==> src/rtl/imem_program_loader_pkg.sv <==
// ISA opcode map, word field positions and shared types for the imem loader.
// The control decoder imports the same package, so encode and decode stay in lockstep.
package imem_program_loader_pkg;

  typedef enum logic [1:0] {
    ST_IDLE,
    ST_LOAD,
    ST_WRITE,
    ST_DONE
  } state_t;

  typedef enum logic [2:0] {
    FMT_R,
    FMT_I,
    FMT_JI,
    FMT_JII,
    FMT_BAD
  } fmt_t;

  localparam logic [4:0] OP_RTYPE = 5'b00000;
  localparam logic [4:0] OP_J     = 5'b00001;
  localparam logic [4:0] OP_BNE   = 5'b00010;
  localparam logic [4:0] OP_JAL   = 5'b00011;
  localparam logic [4:0] OP_JR    = 5'b00100;
  localparam logic [4:0] OP_ADDI  = 5'b00101;
  localparam logic [4:0] OP_BLT   = 5'b00110;
  localparam logic [4:0] OP_SW    = 5'b00111;
  localparam logic [4:0] OP_LW    = 5'b01000;
  localparam logic [4:0] OP_SETX  = 5'b10101;
  localparam logic [4:0] OP_BEX   = 5'b10110;

  localparam int OPC_MSB = 31;
  localparam int OPC_LSB = 27;
  localparam int RD_MSB  = 26;
  localparam int RD_LSB  = 22;
  localparam int RS_MSB  = 21;
  localparam int RS_LSB  = 17;
  localparam int RT_MSB  = 16;
  localparam int RT_LSB  = 12;
  localparam int SH_MSB  = 11;
  localparam int SH_LSB  = 7;
  localparam int ALU_MSB = 6;
  localparam int ALU_LSB = 2;
  localparam int IMM_MSB = 16;
  localparam int TGT_MSB = 26;

  typedef struct packed {
    logic [4:0]  opcode;
    logic [4:0]  rd;
    logic [4:0]  rs;
    logic [4:0]  rt;
    logic [4:0]  shamt;
    logic [4:0]  aluop;
    logic [16:0] imm;
    logic [26:0] target;
  } fields_t;

  function automatic fmt_t fmt_of(input logic [4:0] opcode);
    fmt_t f;
    case (opcode)
      OP_RTYPE:                            f = FMT_R;
      OP_ADDI, OP_SW, OP_LW, OP_BNE, OP_BLT: f = FMT_I;
      OP_J, OP_JAL, OP_SETX, OP_BEX:       f = FMT_JI;
      OP_JR:                               f = FMT_JII;
      default:                             f = FMT_BAD;
    endcase
    return f;
  endfunction

endpackage

==> src/rtl/imem_program_loader_encode.sv <==
// Combinational field packer: builds one 32-bit ISA word from decoded fields.
// Bits not used by a format are left at zero; unknown opcodes raise illegal.
module instr_encode
  import imem_program_loader_pkg::*;
(
  input  fields_t     fields,
  output logic [31:0] word,
  output logic        illegal
);

  fmt_t fmt;

  assign fmt = fmt_of(fields.opcode);

  always_comb begin
    word    = '0;
    illegal = 1'b0;
    case (fmt)
      FMT_R: begin
        word[OPC_MSB:OPC_LSB] = fields.opcode;
        word[RD_MSB:RD_LSB]   = fields.rd;
        word[RS_MSB:RS_LSB]   = fields.rs;
        word[RT_MSB:RT_LSB]   = fields.rt;
        word[SH_MSB:SH_LSB]   = fields.shamt;
        word[ALU_MSB:ALU_LSB] = fields.aluop;
      end
      FMT_I: begin
        word[OPC_MSB:OPC_LSB] = fields.opcode;
        word[RD_MSB:RD_LSB]   = fields.rd;
        word[RS_MSB:RS_LSB]   = fields.rs;
        word[IMM_MSB:0]       = fields.imm;
      end
      FMT_JI: begin
        word[OPC_MSB:OPC_LSB] = fields.opcode;
        word[TGT_MSB:0]       = fields.target;
      end
      FMT_JII: begin
        word[OPC_MSB:OPC_LSB] = fields.opcode;
        word[RD_MSB:RD_LSB]   = fields.rd;
      end
      default: begin
        illegal = 1'b1;
      end
    endcase
  end

endmodule

==> src/rtl/imem_program_loader.sv <==
// Streams encoded instructions into consecutive imem addresses while holding the CPU.
// One word per two cycles: accept in LOAD, strobe imem_we in WRITE.
module imem_program_loader
  import imem_program_loader_pkg::*;
#(
  parameter int ADDR_W    = 12,
  parameter int BASE_ADDR = 0
) (
  input  logic              clock,
  input  logic              reset,
  input  logic              start,
  input  logic              fld_valid,
  output logic              fld_ready,
  input  logic [4:0]        fld_opcode,
  input  logic [4:0]        fld_rd,
  input  logic [4:0]        fld_rs,
  input  logic [4:0]        fld_rt,
  input  logic [4:0]        fld_shamt,
  input  logic [4:0]        fld_aluop,
  input  logic [16:0]       fld_imm,
  input  logic [26:0]       fld_target,
  input  logic              fld_last,
  output logic              imem_we,
  output logic [ADDR_W-1:0] imem_addr,
  output logic [31:0]       imem_wdata,
  output logic              cpu_hold,
  output logic              busy,
  output logic              done,
  output logic              err,
  output logic [ADDR_W:0]   word_count
);

  localparam logic [ADDR_W-1:0] BASE      = ADDR_W'(BASE_ADDR);
  localparam logic [ADDR_W-1:0] LAST_ADDR = '1;

  state_t      state_reg;
  logic        last_reg;
  fields_t     fields;
  logic [31:0] enc_word;
  logic        enc_illegal;

  assign fields = '{
    opcode: fld_opcode,
    rd:     fld_rd,
    rs:     fld_rs,
    rt:     fld_rt,
    shamt:  fld_shamt,
    aluop:  fld_aluop,
    imm:    fld_imm,
    target: fld_target
  };

  instr_encode u_encode (
    .fields  (fields),
    .word    (enc_word),
    .illegal (enc_illegal)
  );

  // imem_addr doubles as the address counter, so the write address is always a flop.
  always_ff @(posedge clock or posedge reset) begin
    if (reset) begin
      state_reg  <= ST_IDLE;
      last_reg   <= 1'b0;
      fld_ready  <= 1'b0;
      imem_we    <= 1'b0;
      imem_addr  <= BASE;
      imem_wdata <= '0;
      cpu_hold   <= 1'b0;
      busy       <= 1'b0;
      done       <= 1'b0;
      err        <= 1'b0;
      word_count <= '0;
    end else begin
      imem_we <= 1'b0;
      done    <= 1'b0;
      case (state_reg)
        ST_IDLE: begin
          if (start) begin
            err        <= 1'b0;
            word_count <= '0;
            imem_addr  <= BASE;
            fld_ready  <= 1'b1;
            cpu_hold   <= 1'b1;
            busy       <= 1'b1;
            state_reg  <= ST_LOAD;
          end
        end
        ST_LOAD: begin
          if (fld_valid) begin
            if (!enc_illegal) begin
              imem_wdata <= enc_word;
              imem_we    <= 1'b1;
              last_reg   <= fld_last;
              fld_ready  <= 1'b0;
              state_reg  <= ST_WRITE;
            end else begin
              err <= 1'b1;
              if (fld_last) begin
                fld_ready <= 1'b0;
                done      <= 1'b1;
                state_reg <= ST_DONE;
              end
            end
          end
        end
        ST_WRITE: begin
          word_count <= word_count + (ADDR_W+1)'(1);
          // Hold the address at the top of memory rather than wrapping to zero.
          if (imem_addr != LAST_ADDR) begin
            imem_addr <= imem_addr + ADDR_W'(1);
          end
          if (last_reg) begin
            done      <= 1'b1;
            state_reg <= ST_DONE;
          end else if (imem_addr == LAST_ADDR) begin
            err       <= 1'b1;
            done      <= 1'b1;
            state_reg <= ST_DONE;
          end else begin
            fld_ready <= 1'b1;
            state_reg <= ST_LOAD;
          end
        end
        ST_DONE: begin
          cpu_hold  <= 1'b0;
          busy      <= 1'b0;
          state_reg <= ST_IDLE;
        end
        default: begin
          state_reg <= ST_IDLE;
        end
      endcase
    end
  end

endmodule

==> config.mk <==
export PLATFORM = sky130hd
export DESIGN_NAME = imem_program_loader
export DESIGN_NICKNAME = d
export VERILOG_FILES = /design/src/rtl/imem_program_loader_pkg.sv /design/src/rtl/imem_program_loader_encode.sv /design/src/rtl/imem_program_loader.sv
export SDC_FILE = /design/constraint.sdc
export NUM_CORES = 1
export LEC_CHECK = 0
export CAP_MARGIN = 10
export CORE_ASPECT_RATIO = 0.7
export CORE_MARGIN = 3
export CORE_UTILIZATION = 30
export DETAILED_ROUTE_END_ITERATION = 7
export PLACE_DENSITY = 0.6
export SKIP_CTS_REPAIR_TIMING = 1
export SLEW_MARGIN = 20
export SYNTH_ARGS = -nofsm -noshare
export SYNTH_HDL_FRONTEND = slang
export SYNTH_SLANG_ARGS = --single-unit
==> constraint.sdc <==
create_clock -name clock -period 5.1 [get_ports clock]
set_input_delay 1.02 -clock clock [delete_from_list [all_inputs] [get_ports clock]]
set_output_delay 1.02 -clock clock [all_outputs]
set_load 0.005 [all_outputs]
Word level (Yosys, flattened, before mapping)
Memory sizes are Yosys's and may differ from the RTL's.
Cells that the tools add are included.

storage, ports and cells
  memories kept = 1
  output and inout port bits = 63
  register bits = 65
  memory bits (read-only) = 96

operators by class
  equality and inequality tests = 16
  reductions and logical operators = 14
  add/sub/neg operators = 2
  mux-type cells = 38

memory list
  name             words  width  rd ports  clocked after Yosys merged registers in  write ports  line                           RTL
  (no name shown)  32     3      1         0                                        0            imem_program_loader_pkg.sv:60  case (opcode)

operators by type and width
  operator                 number
  $pmux W20 S3             1
  $pmux W13 S2             1
  $mux W12                 2
  $pmux W12 S2             1
  $pmux W10 S2             1
  $mux W1                  19
  $ne A2 B2 Y1 const B     7
  $add A13 B1 Y13 const B  1
  $mux W13                 1
  $add A12 B1 Y12 const B  1
  $eq A12 B12 Y1 const B   1
  $mux W2                  6
  $ne A12 B12 Y1 const B   1
  $reduce_and A6 Y1        2
  $reduce_and A3 Y1        3
  $pmux W2 S4              1
  $eq A3 B2 Y1 const B     2
  $pmux W1 S3              2
  $eq A2 B2 Y1 const B     2
  $pmux W1 S2              2
  $pmux W2 S2              1
  $reduce_and A2 Y1        2
  $reduce_bool A2 Y1       2
  $reduce_or A4 Y1         1
  other kinds (7)          7

Longest topological paths before layout
Gate-level depths: netlist (run 1).
An unclocked memory read counts as a cell.

  word-level depth = 6
  mapped depth = 8

By module
Synthesis (run 1) repeated with hierarchy kept, for this count alone.

second synthesis, totals
  cell total of the unflattened synthesis = 429
  area, all modules = 3758.6 µm²

modules (own cells, without submodules)
  module               area an instance (µm²)  times used  cells each  seq. area each (µm²)
  imem_program_loader  3046.7                  1           327         1626.6
  instr_encode         711.9                   1           102         0.0

Worst setup path after synthesis (run 1)
Ideal clock, no wire load.

  path type = input to register
  start point = input fld_opcode[0]
  end point = register imem_wdata[10]
  setup time = 126 ps
  slack = 2452 ps
  required time = 4974 ps
  buffers on the path = 1
  data arrival time = 2523 ps
  stages = 8
  cell sequence = inv_1 ha_1 a21boi_1 o21ai_4 o2111ai_2 and2b_2 buf_6 a221o_1

on the way
  longest elaborated chain between the ends = 4

ends and longest elaborated chain
  item                                  line                              RTL
  start, declared                       imem_program_loader.sv:14         input logic [4:0] fld_opcode,
  $mem_v2 Z32 W3 (*)                    --
  $eq A3 B1 Y1 (tied with other cells)  imem_program_loader_encode.sv:18  case (fmt)
  $reduce_or A4 Y1 (no line)            --
  $reduce_and A3 Y1 (no line)           --
  end signal, assigned                  imem_program_loader.sv:91         imem_wdata <= enc_word;
  end, declared                         imem_program_loader.sv:25         output logic [31:0] imem_wdata,

Mark *: on every way between the ends. The rest lies on a longest branch, timed or not.
A chain may end at the register's enable or synchronous reset.

Final worst setup path (run 1)
  start point = input fld_opcode[3]
  end point = register imem_wdata[6]

The elaborated chain is that of the path after synthesis.

==> results of run 1 <==
## through the flow
step,utilization (%),hold slack [ns]
after global routing,47.2,0.516
after global placement,44.7,0.470
after detailed placement,44.7,0.481
final,47.2,0.486
after floorplan,-,0.479
after CTS,47.2,0.496
## worst min-delay path, stage by stage, from the launching register on
cell and delay, ns:
dfrtp_1 0.34, nand2_1 0.05, o21ai_1 0.06
## worst min-delay path by stage
stage | startpoint | endpoint | slack (ns)
final | imem_wdata[18] | imem_wdata[18] | 0.49
after global routing | imem_wdata[1] | imem_wdata[1] | 0.52
after CTS | imem_wdata[18] | imem_wdata[18] | 0.50
after detailed placement | imem_wdata[0] | imem_wdata[0] | 0.48
after global placement | imem_wdata[24] | imem_wdata[24] | 0.47
after floorplan | imem_wdata[0] | imem_wdata[0] | 0.48
## synthesized netlist by cell type (4+ instances only)
| library cell | number | area [um^2] |
|---|---|---|
| buf_2 | 7 | 35.0 |
| a221o_1 | 15 | 150 |
| xnor2_1 | 4 | 35.0 |
| inv_1 | 12 | 45.0 |
| a21oi_1 | 8 | 40.0 |
| a22oi_1 | 20 | 150 |
| mux2i_1 | 10 | 100 |
| and4_1 | 4 | 35.0 |
| nand3_1 | 13 | 65.1 |
| nand2_1 | 29 | 109 |
| ha_1 | 8 | 100 |
| o21ai_0 | 7 | 35.0 |
| dfrtp_1 | 65 | 1630 |
| and3_1 | 5 | 31.3 |
| mux2_1 | 4 | 45.0 |
| nand4_1 | 7 | 43.8 |
| o21ai_1 | 15 | 75.1 |
| xor2_1 | 15 | 131 |
| mux2_2 | 4 | 45.0 |
| nor3_1 | 20 | 100 |
| nor2_1 | 21 | 78.8 |
| clkbuf_1 | 7 | 26.3 |
## final cells by class
| class | count | area [um^2] | share of cell area, % |
|---|---|---|---|
| multi-input cells | 247 | 1700 | 32.3 |
| clock inverters | 2 | 12.5 | 0.237 |
| inverters | 12 | 45.0 | 0.854 |
| well taps | 153 | 191 | 3.63 |
| clock buffers | 13 | 270 | 5.12 |
| repair buffers | 143 | 1430 | 27.0 |
| flip-flops and latches | 65 | 1630 | 30.8 |
## kinds of logic (layout without fill, tap and decap cells)
group / count (synthesis) / in the layout / synth area share [%]
simple gates: 116 / 116 / 17.2
buf+inv: 31 / 170 / 4.45
compound gates: 86 / 86 / 18.5
mux: 18 / 18 / 5.46
xor+xnor: 19 / 19 / 4.78
fa+ha+maj: 8 / 8 / 2.87
flops: 65 / 65 / 46.7
## layer usage
| metal | global-route usage [%] | share of wire [%] | wire length, um |
|---|---|---|---|
| met1 | 22.0 | 48 | 4970 |
| met4 | 3.73 | 1.2 | 128 |
| met2 | 23.1 | 45 | 4660 |
| met3 | 5.17 | 5.1 | 528 |
| met5 | 0 | 0 | 0 |
## report_power, final
part           internal, mW  leakage, nW  switching [mW]  total, mW
sequential            0.688        0.861           0.138      0.826
clock                 0.365        0.138           0.214      0.579
combinational         0.523         1.15           0.362      0.884
total                  1.58         2.15           0.713       2.29
==> run summary, run 1 <==
Routed length per instance: 16.2 um
Number of global-route vias before repair: 3085
RePlAce Congestion: 0.782
CTS tree: done
Global route overflow: 0
Static leakage: 2.15 nW
Worst hold stages: 2
Site row count: 32
DR iter-0 viols: 116
R2r endpoint: imem_wdata[6]
Regs by FF count: imem_wdata (32), word_count (13), imem_addr (12)
Syn Std Cell Area: 3480 um^2
Initial Utilization: 31.2%
Area delta synth->final: 51.4%
Post-synth ARST share: 100%
Final HPWL DP: 7660 um
First-pass GRT wire length: 16000 um
Most common cell after layout, fill and taps aside: clkdlybuf4s50_1
Clk slew on worst S/H paths: 0.05 ns
WL final: 10300 um
Minimum clock period after layout: 3.54 ns
Setup TNS: 0 ns
Post-route ant nets: 0
Share of cells above drive strength 1: 6.22%
Critical Path Max Stage Delay: 0.82 ns
Worst-skew pair later-pin latency: 0.33 ns
Place WS: 1.20 ns
Netlist cell types: 50
Setup CP Type: in2reg
Finished Cell Area: 5270 um^2
Fin. Hold Viols: 0
Max cap viols: 0
Final WS setup: 1.56 ns
Via count: 3100
Stages on worst setup path: 6
Final clock skew: 0.00430 ns
Tightest Pin Transition: 1.01 ns
Worst hold path type: reg2reg
Die Wd: 135 um
Via/cell ratio: 4.88
Max rail drop VDD: 0.000162 V
DRC errors left: 0
Mean Syn Cell Area: 10.2 um^2
Design Power: 2.29 mW
Worst r2r src: state_reg[1]
Critical-path cell list: clkdlybuf4s50_1, mux2_2, a21oi_1, o2111ai_2, and2b_2, a221o_1
Largest net degree at the start of global routing: 45
Largest Register: imem_wdata
CTS Buffer Depth: 2
1st-pass router iterations: 4
Net count after synthesis: 430
Initial antenna violation count: 0
Io pins: 142
Finished Layout Cells: 635
CTS buffer count: 9
R2r worst-path depth: 5
CTS root buffer: clkbuf_16
Fin nets: 565
Status: finished clean
PortBufs: 141
Final max-slew violation count: 0
Critical path arrival: 3.74 ns
Power density over the cells: 434 nW/um^2
Layout filler cell count: 1030
RSZ-0062 raised after global routing: no
Tot GR Track Use: 15.6%
CP Capture Type: flop
Seq cells post-synth: 65
Sequential-to-total area share from yosys stat: 46.7%
Die Y: 96.2 um
CP max-delay cell: clkdlybuf4s50_1
Core area: 11200 um^2
Placed cells: 620
EDFF count, synth: 0
Setup violators final: 0
R2R setup slack: 2.78 ns
Fmax: 0.283 GHz
Crit path max-delay family: compound AO/OA/AOI/OAI gates
H-tree lvl count: 3
CP Capture Point: imem_wdata[6]
Die area: 13000 um^2
Worst-path fanout max: 21
Most frequent cells in the layout: clkdlybuf4s50_1 (141), dfrtp_1 (65), nand2_1 (29), nor2_1 (21)
Synth Instances: 343
Crit share post-route: 69.4%
Critical path launch point type: input port
Critical Path RT: 5.31 ns
Worst Setup SP: fld_opcode[3]
CTS sink cnt: 65
CP bufs+invs: 1
Main flop type after synthesis: dfrtp_1
Max reg flops: 32
Area after DPL: 4990 um^2
Max-slew headroom: 32.5%
Yosys warning total: 0
# diodes: 0
Power figures use the tool's default switching activity.
==> run 2, diff against run 1 <==
PLACE_DENSITY = 0.63   (was 0.6)
clock period = 3.2 ns   (was 5.1 ns; I/O delays follow)
==> run 2 against run 1 <==
Compared with the run above:
- flip-flop and latch count did not move
- sequential share of layout area fell by 0.56 points
- sequential power rose by 59%
- critical path depth rose by 3
- count of clock-buffer cells in the layout did not move
- die area did not move
- design area rose by 1.9%
- first-iteration DRC count rose by 38%
- global-route usage fell by 0.39 points
- worst setup slack got worse by 0.95 ns
- largest power group unchanged
- highest routed layer unchanged
==> run summary, run 2 (same netlist as run 1, synthesis figures left out) <==
Regs by FF count: imem_wdata (32), word_count (13), imem_addr (12)
Hold Path End: imem_wdata[19]
Tightest Pin Transition: 0.816 ns (-0.196 ns)
DR iter-0 viols: 160 (+38%)
Number of global-route vias before repair: 3097 (+0.39%)
Fin. Hold Viols: 0 (unchanged)
Worst hold stages: 2 (unchanged)
WHS: 0.485 ns (-0.00101 ns)
R2r endpoint: err
Global route overflow: 0 (unchanged)
Final max-slew violation count: 0 (unchanged)
Setup CP Type: in2reg
Switching Share: 29.7% (-1.5 points)
CTS sink cnt: 65 (unchanged)
Fin nets: 572 (+1.2%)
CTS buffer count: 9 (unchanged)
Static leakage: 2.21 nW (+2.7%)
Area of the multi-input gates: 1700 um^2 (unchanged)
Routed length per instance: 15.5 um (-4.1%)
Final HPWL DP: 7540 um (-1.6%)
Max cap viols: 0 (unchanged)
Die area: 13000 um^2 (unchanged)
Combinational cell fraction of total power: 37.7% (-0.9 points)
Status: finished clean
Crit share post-route: 80.7%
Sequential Power Share: 35.1% (-1.0 points)
Design Power: 3.73 mW (+63%)
Site row count: 32 (unchanged)
Initial Utilization: 31.2% (unchanged)
Die Wd: 135 um (unchanged)
Layout filler cell count: 1006 (-2.3%)
Critical Path RT: 3.40 ns (-1.91 ns)
Minimum clock period after layout: 2.58 ns
Clk slew on worst S/H paths: 0.05 ns (about the same)
# diodes: 0 (unchanged)
Die Y: 96.2 um (unchanged)
First-pass GRT wire length: 15800 um (-1.3%)
R2R setup slack: 1.03 ns (-1.75 ns)
CP Capture Type: flop
PortBufs: 141 (unchanged)
Area delta synth->final: 54.2%
Most common cell after layout, fill and taps aside: clkdlybuf4s50_1
H-tree lvl count: 3 (unchanged)
Initial antenna violation count: 0 (unchanged)
Share of cells above drive strength 1: 7.77% (+1.5 points)
Max reg flops: 32 (unchanged)
Io pins: 142 (unchanged)
Clock share of power: 27.2% (+1.9 points)
HP Start: imem_wdata[19]
Setup TNS: 0 ns (unchanged)
Power density over the cells: 694 nW/um^2 (+60%)
R2r worst-path depth: 7 (+2)
CP max-delay cell: clkdlybuf4s50_1
Core area: 11200 um^2 (unchanged)
Max rail drop VDD: 0.000318 V (+96%)
Fmax: 0.387 GHz
Max-slew headroom: 45.5% (+13 points)
Largest Register: imem_wdata
WL final: 9980 um (-3.0%)
Critical Path Max Stage Delay: 0.50 ns (-0.32 ns)
Largest net degree at the start of global routing: 37 (-18%)
RSZ-0062 raised after global routing: no
DRC errors left: 0 (unchanged)
Critical-path cell list: clkdlybuf4s50_1, inv_1, ha_1, or3_1, or2_1, a21oi_1, buf_4, mux2i_1, o21ai_1
CTS root buffer: clkbuf_16
RePlAce Congestion: 0.863 (+10%)
Worst hold path type: reg2reg
Tot GR Track Use: 15.2% (-0.39 points)
Critical path launch point type: input port
1st-pass router iterations: 4 (unchanged)
Final clock skew: 0.00611 ns (+0.00181 ns)
Setup violators final: 0 (unchanged)
Worst-skew pair later-pin latency: 0.32 ns (about the same)
Post-route ant nets: 0 (unchanged)
Worst r2r src: state_reg[0]
NetSw: 1.11 mW (+55%)
Critical path arrival: 2.78 ns (-0.96 ns)
CTS Buffer Depth: 2 (unchanged)
Internal: 2.62 mW (+66%)
Most frequent cells in the layout: clkdlybuf4s50_1 (141), dfrtp_1 (65), nand2_1 (29), nor2_1 (21)
Via/cell ratio: 4.90 (+0.28%)
Seq. cell area: 1630 um^2 (unchanged)
Worst-path fanout max: 10 (-52%)
CTS tree: done
Via count: 3143 (+1.4%)
-- run 2: worst max-delay path by stage --
stage                  startpoint              to  slack [ns]  depth (start not counted)
global route        fld_opcode[0]  imem_wdata[22]        0.47                          9
CTS                 fld_opcode[0]   imem_wdata[7]        0.63                          8
global placement    fld_opcode[0]  imem_wdata[11]        0.37                          8
detailed placement  fld_opcode[0]   imem_wdata[7]        0.29                          8
floorplan                   reset            busy        0.93                          1
finish              fld_opcode[0]  imem_wdata[22]        0.62                          9
-- run 2: metal layers --
metal | vias up | global-route usage (%) | part of all wire [%] | routed length (um)
met5 | - | 0 | 0 | 0
li1 | 1542 | - | - | -
met1 | 1510 | 21.5 | 47 | 4650
met2 | 82 | 22.5 | 47 | 4650
met3 | 9 | 4.28 | 5.6 | 556
met4 | 0 | 4.92 | 1.3 | 125
-- run 2: through the flow --
stage	cell area (um^2)	std cells	util [%]	setup WS, ns
finish	5370	642	48.1	0.617
detailed placement	5060	627	45.3	0.291
global route	5370	642	48.1	0.472
CTS	5370	642	48.1	0.632
floorplan	3480	343	-	0.932
global placement	5060	627	45.3	0.370
-- run 2: area by class of cell --
type / count / area share [%]
clock buffer: 13 / 5.22
clock inverter: 2 / 0.652
inverter: 12 / 0.839
multi-input combinational: 247 / 31.7
sequential: 65 / 30.3
tap: 153 / 3.56
timing repair buffer: 150 / 27.8
-- run 2: critical path: cells and delay by family --
| family | cells | cell delay [ns] |
|---|---|---|
| AOI/OAI and AO/OA | 2 | 0.29 |
| adders and majority gates | 1 | 0.24 |
| muxes | 1 | 0.22 |
| buffers and inverters | 3 | 0.82 |
| and+or+nand+nor | 2 | 0.57 |
-- run 2: power by group through the flow --
| stage | logic (mW) | clock network (mW) | registers [mW] |
|---|---|---|---|
| floorplan | 0.633 | 0 | 1.31 |
| global placement | 1.41 | 0 | 1.32 |
| detailed placement | 1.43 | 0 | 1.32 |
| CTS | 1.43 | 1.04 | 1.32 |
| global route | 1.54 | 1.08 | 1.35 |
| finish | 1.41 | 1.01 | 1.31 |
==> run 3, diff against run 2 <==
PLACE_DENSITY = 0.6   (was 0.63)
clock period = 2.5 ns   (was 3.2 ns; I/O delays follow)
==> run 3 against run 2 <==
Compared with the run above:
- worst setup slack worse by 0.47 ns
- hold slack worse by 0.0021 ns
- via count grew 2.5%
- register-to-register slack worse by 0.67 ns
- largest cell class unchanged
- highest routed layer unchanged
==> run summary, run 3 (same netlist as run 1, synthesis figures left out) <==
Core Util, Final: 49.6% (+1.5 points)
CTS tree: done
H-tree lvl count: 3 (unchanged)
Power density over the cells: 848 nW/um^2 (+22%)
Status: finished clean
Max rail drop VDD: 0.000361 V (+14%)
WHS: 0.483 ns (-0.00207 ns)
Largest Register: imem_wdata
Max-slew headroom: 68.2% (+23 points)
Finished Cell Area: 5540 um^2 (+3.2%)
HP Start: imem_wdata[1]
RSZ-0062 raised after global routing: no
Place WS: -0.184 ns (-0.476 ns)
Die Y: 96.2 um (unchanged)
Setup CP Type: in2reg
First-pass GRT wire length: 16200 um (+2.8%)
DRC errors left: 0 (unchanged)
Most common cell after layout, fill and taps aside: clkdlybuf4s50_1
Final clock skew: 0.00807 ns (+0.00196 ns)
Static leakage: 2.30 nW (+3.9%)
Worst hold stages: 2 (unchanged)
Fin nets: 595 (+4.0%)
Largest net degree at the start of global routing: 66 (+78%)
Post-route ant nets: 0 (unchanged)
R2r worst-path depth: 7 (unchanged)
CTS Buffer Depth: 2 (unchanged)
Area delta synth->final: 59.1%
Setup violators final: 0 (unchanged)
Area after DPL: 5250 um^2 (+3.9%)
Sequential Power Share: 35.6% (+0.5 points)
R2R setup slack: 0.36 ns (-0.67 ns)
Most frequent cells in the layout: clkdlybuf4s50_1 (141), dfrtp_1 (65), nand2_1 (29), buf_4 (28), nor2_1 (21)
CTS root buffer: clkbuf_16
Worst hold path type: reg2reg
Regs by FF count: imem_wdata (32), word_count (13), imem_addr (12)
Initial antenna violation count: 0 (unchanged)
RePlAce Congestion: 0.770 (-11%)
Final max-slew violation count: 0 (unchanged)
Setup TNS: 0 ns (unchanged)
Critical path arrival: 2.56 ns (-0.22 ns)
NetSw: 1.50 mW (+35%)
CTS buffer count: 9 (unchanged)
Via/cell ratio: 4.84 (-1.2%)
Io pins: 142 (unchanged)
1st-pass router iterations: 6 (+2)
Combinational cell fraction of total power: 40.3% (+2.6 points)
Final WS setup: 0.143 ns (-0.474 ns)
Crit share post-route: 94.3%
Site row count: 32 (unchanged)
Die Wd: 135 um (unchanged)
CTS sink cnt: 65 (unchanged)
Switching Share: 31.8% (+2.1 points)
Global route overflow: 0 (unchanged)
Tightest Pin Transition: 0.464 ns (-0.352 ns)
Internal: 3.21 mW (+22%)
Clk slew on worst S/H paths: 0.05 ns (about the same)
Critical Path RT: 2.70 ns (-0.70 ns)
Max reg flops: 32 (unchanged)
Tot GR Track Use: 15.7% (+0.50 points)
Routed length per instance: 15.8 um (+1.4%)
DR iter-0 viols: 101 (-37%)
Fmax: 0.424 GHz
Worst-skew pair later-pin latency: 0.33 ns (about the same)
Worst r2r src: state_reg[0]
Share of cells above drive strength 1: 12.3% (+4.5 points)
Via count: 3222 (+2.5%)
Final HPWL DP: 7890 um (+4.6%)
Core area: 11200 um^2 (unchanged)
Max cap viols: 0 (unchanged)
Clock share of power: 24.1% (-3.1 points)
PortBufs: 141 (unchanged)
CP Capture Type: flop
# diodes: 0 (unchanged)
WL final: 10500 um (+5.2%)
Number of global-route vias before repair: 3106 (+0.29%)
Minimum clock period after layout: 2.36 ns
Layout filler cell count: 1016 (+0.99%)
Hold Path End: imem_wdata[1]
R2r endpoint: err
Initial Utilization: 31.2% (unchanged)
Fin. Hold Viols: 0 (unchanged)
Worst-path fanout max: 15 (+5)
Die area: 13000 um^2 (unchanged)
Critical path launch point type: input port
run 3: changes by cell type in the layout (fill, tap and decap cells not counted):
cell / before / now
a21oi_1: 8 / 7
a21oi_2: 2 / 3
clkinvlp_4: 0 / 5
clkinv_2: 1 / 2
bufinv_16: 1 / 0
buf_4: 8 / 28
clkbuf_8: 4 / 0
buf_12: 1 / 4
run 3: per-layer routing:
metal	track usage (%)	part of all wire [%]	up-vias
met3	3.61	3.5	7
met2	24.5	46	55
met5	0	0	-
li1	-	-	1589
met4	4.07	1.0	0
met1	22.1	49	1571
run 3: power groups by stage:
stage	clock (mW)	combinational, mW	sequential [mW]
after floorplan	0	0.811	1.67
after global placement	0	1.88	1.68
after detailed placement	0	1.91	1.69
after CTS	1.17	1.91	1.68
after global routing	1.20	2.07	1.73
final	1.13	1.90	1.67
run 3: how the worst max path moves through the flow:
stage	start	end	slack, ns	cells past startpoint
after floorplan	reset	busy	0.37	1
after global placement	fld_opcode[0]	imem_wdata[7]	-0.15	8
after detailed placement	fld_opcode[0]	imem_wdata[4]	-0.18	8
after CTS	fld_opcode[0]	imem_wdata[4]	0.17	8
after global routing	fld_opcode[0]	imem_wdata[9]	0.05	9
final	fld_opcode[0]	imem_wdata[4]	0.14	8
run 3: cell type report:
class | count | area (um^2) | area share [%]
clock buffer | 9 | 225 | 4.06
clock inverter | 7 | 47.5 | 0.858
inverter | 12 | 45.0 | 0.813
multi-input combinational | 247 | 1710 | 30.8
sequential | 65 | 1630 | 29.3
tap | 153 | 191 | 3.45
timing repair buffer | 173 | 1700 | 30.7
run 3: per-stage QoR:
step / instances / power (mW)
after floorplan: 343 / 2.49
after global placement: 648 / 3.56
after detailed placement: 648 / 3.60
after CTS: 664 / 4.77
after global routing: 666 / 5.00
final: 666 / 4.70
run 3: critical path: stages:
cell and delay [ns]:
clkdlybuf4s50_1 0.47, inv_1 0.08, ha_1 0.31, a21boi_1 0.30, o21ai_4 0.11, o2111ai_2 0.10, and2b_2 0.36, a221o_1 0.33
